File: config.mk
export PLATFORM = sky130hd
export DESIGN_NAME = moore_fsm_table
export DESIGN_NICKNAME = d
export VERILOG_FILES = /design/src/rtl/moore_fsm_table.sv
export SDC_FILE = /design/constraint.sdc
export NUM_CORES = 1
export LEC_CHECK = 0
export ABC_CLOCK_PERIOD_IN_PS = 3350
export CELL_PAD_IN_SITES_DETAIL_PLACEMENT = 2
export CELL_PAD_IN_SITES_GLOBAL_PLACEMENT = 2
export CORE_MARGIN = 2
export CORE_UTILIZATION = 40
export CTS_BUF_LIST = sky130_fd_sc_hd__clkbuf_4 sky130_fd_sc_hd__clkbuf_8 sky130_fd_sc_hd__clkbuf_16
export CTS_CLUSTER_DIAMETER = 30
export DETAILED_ROUTE_END_ITERATION = 8
export GPL_TIMING_DRIVEN = 0
export PLACE_DENSITY = 0.84
export SYNTH_ARGS = -nofsm -noshare
export SYNTH_HDL_FRONTEND = slang
export SYNTH_SLANG_ARGS = --single-unit
File: constraint.sdc
create_clock -name clk -period 3.35 [get_ports clk]
set_input_delay 0.67 -clock clk [delete_from_list [all_inputs] [get_ports clk]]
set_output_delay 0.67 -clock clk [all_outputs]
set_load 0.005 [all_outputs]
File: src/rtl/moore_fsm_table.sv
// -----------------------------------------------------------------------------
// moore_fsm_table
//   Run-time programmable Moore state machine. The next-state function and the
//   output function are held in flop-based tables that a loader writes over a
//   simple config port. One netlist can therefore execute any generated FSM of
//   up to N_STATES states and IN_W input bits.
//
// Ports:
//   clk        rising-edge clock
//   reset      asynchronous, active-high reset
//   en         step enable; the state advances only when 1
//   in         input symbol, sampled at the clk edge when en=1
//   out        Moore output, out_tab[state_reg] (no in->out path)
//   state      current state register
//   cfg_we     table write strobe
//   cfg_sel    0 = transition table, 1 = output table
//   cfg_addr   {state, symbol} for the transition table; the low ST_W bits
//              select the output-table entry
//   cfg_wdata  low ST_W bits = next state, or low OUT_W bits = output value
//   cfg_err    one-cycle pulse after a rejected config write
//   trace_cnt  (FSM_TRACE_EN only) saturating count of state-changing steps
//   trace_chg  (FSM_TRACE_EN only) pulse in the cycle after a state change
//
// Optional build macro: FSM_TRACE_EN adds the trace_cnt / trace_chg outputs.
// -----------------------------------------------------------------------------
module moore_fsm_table #(
  parameter int IN_W        = 2,
  parameter int OUT_W       = 2,
  parameter int N_STATES    = 8,
  parameter int RESET_STATE = 0,
  localparam int ST_W = (N_STATES > 1) ? $clog2(N_STATES) : 1,
  localparam int DW   = (ST_W > OUT_W) ? ST_W : OUT_W,
  localparam int AW   = ST_W + IN_W
) (
  input  logic            clk,
  input  logic            reset,
  input  logic            en,
  input  logic [IN_W-1:0] in,
  output logic [OUT_W-1:0] out,
  output logic [ST_W-1:0] state,
  input  logic            cfg_we,
  input  logic            cfg_sel,
  input  logic [AW-1:0]   cfg_addr,
  input  logic [DW-1:0]   cfg_wdata,
  output logic            cfg_err
`ifdef FSM_TRACE_EN
  ,
  output logic [15:0]     trace_cnt,
  output logic [0:0]      trace_chg
`endif
);

  localparam int N_SYM = 1 << IN_W;

  // An index is legal only if it names one of the N_STATES states; the
  // comparison is widened so non-power-of-two state counts work.
  function automatic logic state_ok(input logic [ST_W-1:0] v);
    return (32'(v) < 32'(N_STATES));
  endfunction

  logic [ST_W-1:0]  trans_tab [N_STATES][N_SYM];
  logic [OUT_W-1:0] out_tab   [N_STATES];
  logic [ST_W-1:0]  state_reg;
  logic [ST_W-1:0]  next_state;
  logic             wr_ok;

  logic [ST_W-1:0]  addr_st;
  logic [IN_W-1:0]  addr_sym;
  logic [ST_W-1:0]  addr_out;

  assign addr_st  = cfg_addr[AW-1:IN_W];
  assign addr_sym = cfg_addr[IN_W-1:0];
  assign addr_out = cfg_addr[ST_W-1:0];

  // Next-state lookup and config-write legality check.
  always_comb begin
    next_state = state_reg;
    wr_ok      = 1'b0;
    if (en) begin
      next_state = trans_tab[state_reg][in];
    end else begin
      next_state = state_reg;
    end
    // A transition entry must sit in a legal state row and point at a legal
    // state, which keeps state_reg inside 0..N_STATES-1 forever.
    if (cfg_sel == 1'b0) begin
      wr_ok = state_ok(addr_st) && state_ok(cfg_wdata[ST_W-1:0]);
    end else begin
      wr_ok = state_ok(addr_out);
    end
  end

  // State register, error pulse and table storage; reset restores self-loops
  // and zero outputs so an unprogrammed machine parks in RESET_STATE.
  always_ff @(posedge clk or posedge reset) begin
    if (reset) begin
      state_reg <= ST_W'(RESET_STATE);
      cfg_err   <= 1'b0;
      for (int s = 0; s < N_STATES; s++) begin
        out_tab[s] <= '0;
        for (int i = 0; i < N_SYM; i++) begin
          trans_tab[s][i] <= ST_W'(s);
        end
      end
    end else begin
      // Non-blocking update: a step in the same cycle as a write sees the
      // pre-write table contents.
      state_reg <= next_state;
      cfg_err   <= cfg_we && !wr_ok;
      if (cfg_we && wr_ok) begin
        if (cfg_sel == 1'b0) begin
          trans_tab[addr_st][addr_sym] <= cfg_wdata[ST_W-1:0];
        end else begin
          out_tab[addr_out] <= cfg_wdata[OUT_W-1:0];
        end
      end
    end
  end

  // Pure Moore output: a function of the state register only.
  always_comb begin
    out   = out_tab[state_reg];
    state = state_reg;
  end

`ifdef FSM_TRACE_EN
  // Count state-changing steps (saturating) and flag each one for a cycle.
  always_ff @(posedge clk or posedge reset) begin
    if (reset) begin
      trace_cnt <= 16'h0000;
      trace_chg <= 1'b0;
    end else begin
      if (en && (next_state != state_reg)) begin
        trace_chg <= 1'b1;
        if (trace_cnt != 16'hFFFF) begin
          trace_cnt <= trace_cnt + 16'h0001;
        end
      end else begin
        trace_chg <= 1'b0;
      end
    end
  end
`endif

endmodule
* After elaboration in Yosys (flattened, before gate mapping)
Index checks and enable logic that the tools add are counted.
** Word-level totals
- Input port bits :: 15
- Register bits after elaboration :: 115
- Logic and storage cells :: 77
- Bits in latches :: 0
- Bits in writable memories :: 0
- ROM bits :: 0
- Output and inout bits :: 6
- Memories :: 0
** Cells by class
- Bitwise logic cells :: 6
- Divide/modulo/power cells :: 0
- $add $sub $neg :: 0
- Shift-type cells :: 0
- Multiplexer cells :: 17
- $mul :: 0
- $lt $le $gt $ge :: 8
- Equality and inequality tests :: 0
- Reductions and logical operators :: 5
** Operators by type and width (count)
- $bwmux W96 :: 1
- $bmux W12 S3 :: 1
- $demux W12 S3 :: 1
- $mux W12 :: 3
- $bwmux W16 :: 1
- $ge A4 B4 Y1 const B :: 3
- $not A3 Y4 :: 3
- $mux W3 :: 3
- $lt A4 B1 Y1 const B :: 2
- $bmux W2 S3 :: 1
- $bmux W3 S2 :: 1
- $demux W2 S3 :: 1
- $demux W3 S2 :: 1
- $ge A3 B3 Y1 const B :: 2
- $mux W2 :: 3
- $not A2 Y3 :: 2
- $reduce_and A2 Y1 :: 2
- $logic_and A1 B1 Y1 :: 3
- $lt A3 B1 Y1 const B :: 1
- $not A1 Y1 :: 1

* Logic depth before layout (Yosys ltp)
- Word-level depth :: 8
- Depth in mapped cells :: 8
- Mapped depth without buffers :: 5

* Worst setup path after synthesis
OpenSTA, ideal clock, no wires.
- Path type :: register to output
- Start point :: register state_reg[0], in the netlist state[0]
- End point :: output out[0]
- Cell stages (with the launch flop) :: 6
- Path buffers :: 3
- Required time :: 2.680 ns
- Arrival :: 1.583 ns
- Slack :: 1.097 ns
- Cell sequence :: dfrtp_1 -> buf_6 -> buf_6 -> buf_6 -> mux4_2 -> mux2_2
** On the way
- Cells in the longest elaborated chain, start to end :: 4
** Ends and longest elaborated chain
- start, declared :: line 63 : logic [ST_W-1:0] state_reg;
- start signal, assigned :: line 97 : state_reg <= ST_W'(RESET_STATE);
- start signal, assigned :: line 108 : state_reg <= next_state;
- $not A3 Y4 (not written as such) :: line 122 : out = out_tab[state_reg];
- $bmux W2 S3 :: line 122
- $mux W2 (not written as such) (2 in series) :: line 122
- end, declared :: line 39 : output logic [OUT_W-1:0] out,
Every way passes these cells. The select of a mux whose other input is x is not followed.

* Worst setup path in the final report
Same ends and word-level chain as after synthesis.

==> impl_results.md <==
* Crit-path slowest cell: mux4_2
* DRC at 0
* Period utilization at 95.45%
* First-pass GRT wire length at 25.97 mm
* CP required at 2680 ps
* RSZ-0062 raised after global routing: false
* Post-DP HPWL at 11.54 mm
* FMAX at 0.3127 GHz
* # IOs at 21
* CP arrival at 2530 ps
* DRT Pass-1 Iters at 4
* Simple-gate area share of the yosys netlist at 7.639%
* Top post-synthesis cells by area: dfrtp_1, mux2_2, dfstp_2, mux4_2, mux2i_1
* Final ANT Viol Nets at 0
* Class of the most critical setup path: reg -> out
* Ys flop type: dfrtp_1
* Final Slew Violations at 0
* Asr flop ratio synth at 100.0%
* Vias in the first global route at 4,164
* Die Height at 122.3 um
* CTS root buffer: clkbuf_16
* Area Growth Syn to Fin at 18.03%
* Crit start category: register
* Max H-tree Level at 4
* Final core utilization at 48.00%
* Die Wd at 122.3 um
* Area taken by multi-input logic gates at 0.002514 mm2
* Leak at 0.002755 uW
* Synth cell count leaders: mux2_2, dfrtp_1, dfstp_2
* I/O Buffers at 15
* Syn Std Cell Area at 0.005602 mm2
* CORE AREA at 0.01377 mm2
* Worst-Margin Slew at 781.9 ps
* Via count at 3,488
* Slowest cell delay on critical path at 540 ps
* Fill cells at 1,322
* Critical-path cell list: buf_6 -> buf_6 -> mux4_2 -> mux2_2 -> clkdlybuf4s50_1
* Post-Syn Instances at 401
* Net count, final at 450
* Status: completed
* Worst setup margin at 152.3 ps
* Distinct cell type count after synthesis at 32
* Maximum vdd drop at 377.2 uV
* Pin count of the biggest net entering global routing at 44
* Pre-CTS WS at 417.4 ps
* CP most frequent cell: buf_6
* Worst-path fanout max at 16
* Synth Area in Compound Gates at 2.100%
* Synth Net Count at 416
* Cell accounting for the most synthesized area: dfrtp_1
* Seq/Total Area, Yosys at 52.45%
* CTS tree: built
* Final GP Congestion at 0.8119
* Max Root-Sink Buffers at 2
* Top-count cell post-synth: mux2_2
* Via density per instance at 5.554
* Clock skew at 6.062 ps
* Initial Util at 40.67%
* Post-Syn Area per Cell at 13.97 um2
* Fraction of synthesized area in multiplexers at 35.07%
* Post-Synth Adder-Cell Area at 0%
* Ratio of cells with drive above 1 in the final layout at 52.23%
* Max cap viols at 0
* All-Layer GR Usage at 24.67%
* Post-synth EDFFs at 0
* Clock slew at reported path FFs at 50 ps
* Synth top area share at 29.93%
* Yosys Warn Count at 0
* FF/Latch Area at 0.002938 mm2
* Clk sinks at 115
* Final setup viols at 0
* Num CTS Buffers at 17
* Max_slew headroom at 47.87%
* Largest family of logic cells by synthesized area: multiplexers
* Initial antenna violation count at 0
* Die area at 0.01497 mm2
* Antenna diode count at 0
* Hold Path Class: reg -> reg
* Wirelength per Cell at 26.69 um
* Hold Fails Final Rpt at 0
* Worst-Skew Late Latency at 430 ps
* Crit. End Element: primary output
* Tmin final at 3198 ps
* Post-synthesis xor/xnor area fraction at 0%
* GRT overflow at 0
* Final setup TNS at 0 ps
* P per Cell Area at 703.9 mW/mm2
* Detailed Route WL at 16.76 mm
* # rows at 43
* Synth Register Bits at 115
* Largest register FFs at 96
* Detailed Route Iter0 Violations at 231
## through the flow
stage / hold slack (ps) / power, uW / instances / area [um2]
after floorplan: 473.8 / 2452 / 401 / 5605
after global placement: 483.1 / 2741 / 596 / 5981
after detailed placement: 494.6 / 2809 / 598 / 6021
after CTS: 506.9 / 4707 / 628 / 6611
after global routing: 527.0 / 4837 / 628 / 6611
final: 509.0 / 4654 / 628 / 6611
## layer usage
metal  global-route usage (%)  up-vias  part of all wire (%)
met5                        0        -                     0
met4                    9.267        0                   2.0
met3                    5.530       22                   3.8
met2                    43.68       56                    53
met1                    29.21     1885                    41
li1                         -     1525                     -
## power by group
| group | switching (uW) | leakage [uW] | internal (uW) | total (uW) |
|---|---|---|---|---|
| Combinational | 466 | 0.00108 | 520 | 986 |
| Clock | 649 | 0.000306 | 1220 | 1870 |
| Sequential | 135 | 0.00137 | 1660 | 1790 |
| Total | 1250 | 0.00275 | 3400 | 4650 |
## layout make-up
cell class                 instances  area share [%]
multi-input combinational        258           38.02
tap                              180           3.407
clock buffer                      21           7.173
buffer                            24           1.911
clock inverter                    11           2.006
sequential                       115           44.44
timing repair buffer              17           2.877
inverter                           2          0.1703
## cells by family after synthesis
logic type	Yosys count
DFF	115
and+or+nand+nor	89
buffers and inverters	28
muxes	154
other	1
AOI/OAI and AO/OA	14
## what timing repair did
item / CTS / global route
hold endpoints to repair: 0 / 0
gates resized for setup: 0 / 0
hold buffers: 0 / 0
buffers inserted: 0 / 0
endpoints found under the setup margin: 2 / 0
## cell usage in the layout, fill, tap and decap left out, types with 2 or more instances in the layout
cell type	Yosys	routed
nand3_1	11	11
mux2i_1	14	14
and3_1	2	2
nor3b_1	3	3
a21oi_1	3	3
nor3_1	4	4
dfstp_2	48	48
buf_2	3	2
a22oi_1	3	3
mux4_2	22	22
mux2_2	118	118
clkinv_2	0	7
nand2_1	25	25
clkinvlp_4	0	2
nor2b_1	4	4
clkbuf_8	0	3
nand2b_1	4	4
nand3b_1	5	5
buf_4	3	3
a31oi_1	3	3
buf_12	0	2
nor2_1	25	25
clkdlybuf4s50_1	0	15
or3_1	3	3
clkbuf_16	0	17
buf_6	4	3
clkbuf_1	16	16
dfrtp_1	67	67
bufinv_16	0	3
## worst paths after layout
kind | endpoint | startpoint | cells after the start | slack (ps)
min | trans_tab[73] | trans_tab[73] | 1 | 510
max | out[0] | state[0] | 5 | 150
max reg2reg | state[2] | state[1] | 7 | 1220
max in group asynchronous | trans_tab[1] | reset | 4 | 1620
min in group asynchronous | trans_tab[93] | reset | 2 | 720
min reg2reg | trans_tab[73] | trans_tab[73] | 1 | 510
## worst max-delay path: cells and delay by family, from the launching register on
kind	cells	cell delay [ps]
mux	2	820
flops	1	360
buf+inv	3	920
(Power assumes the default switching activity.)
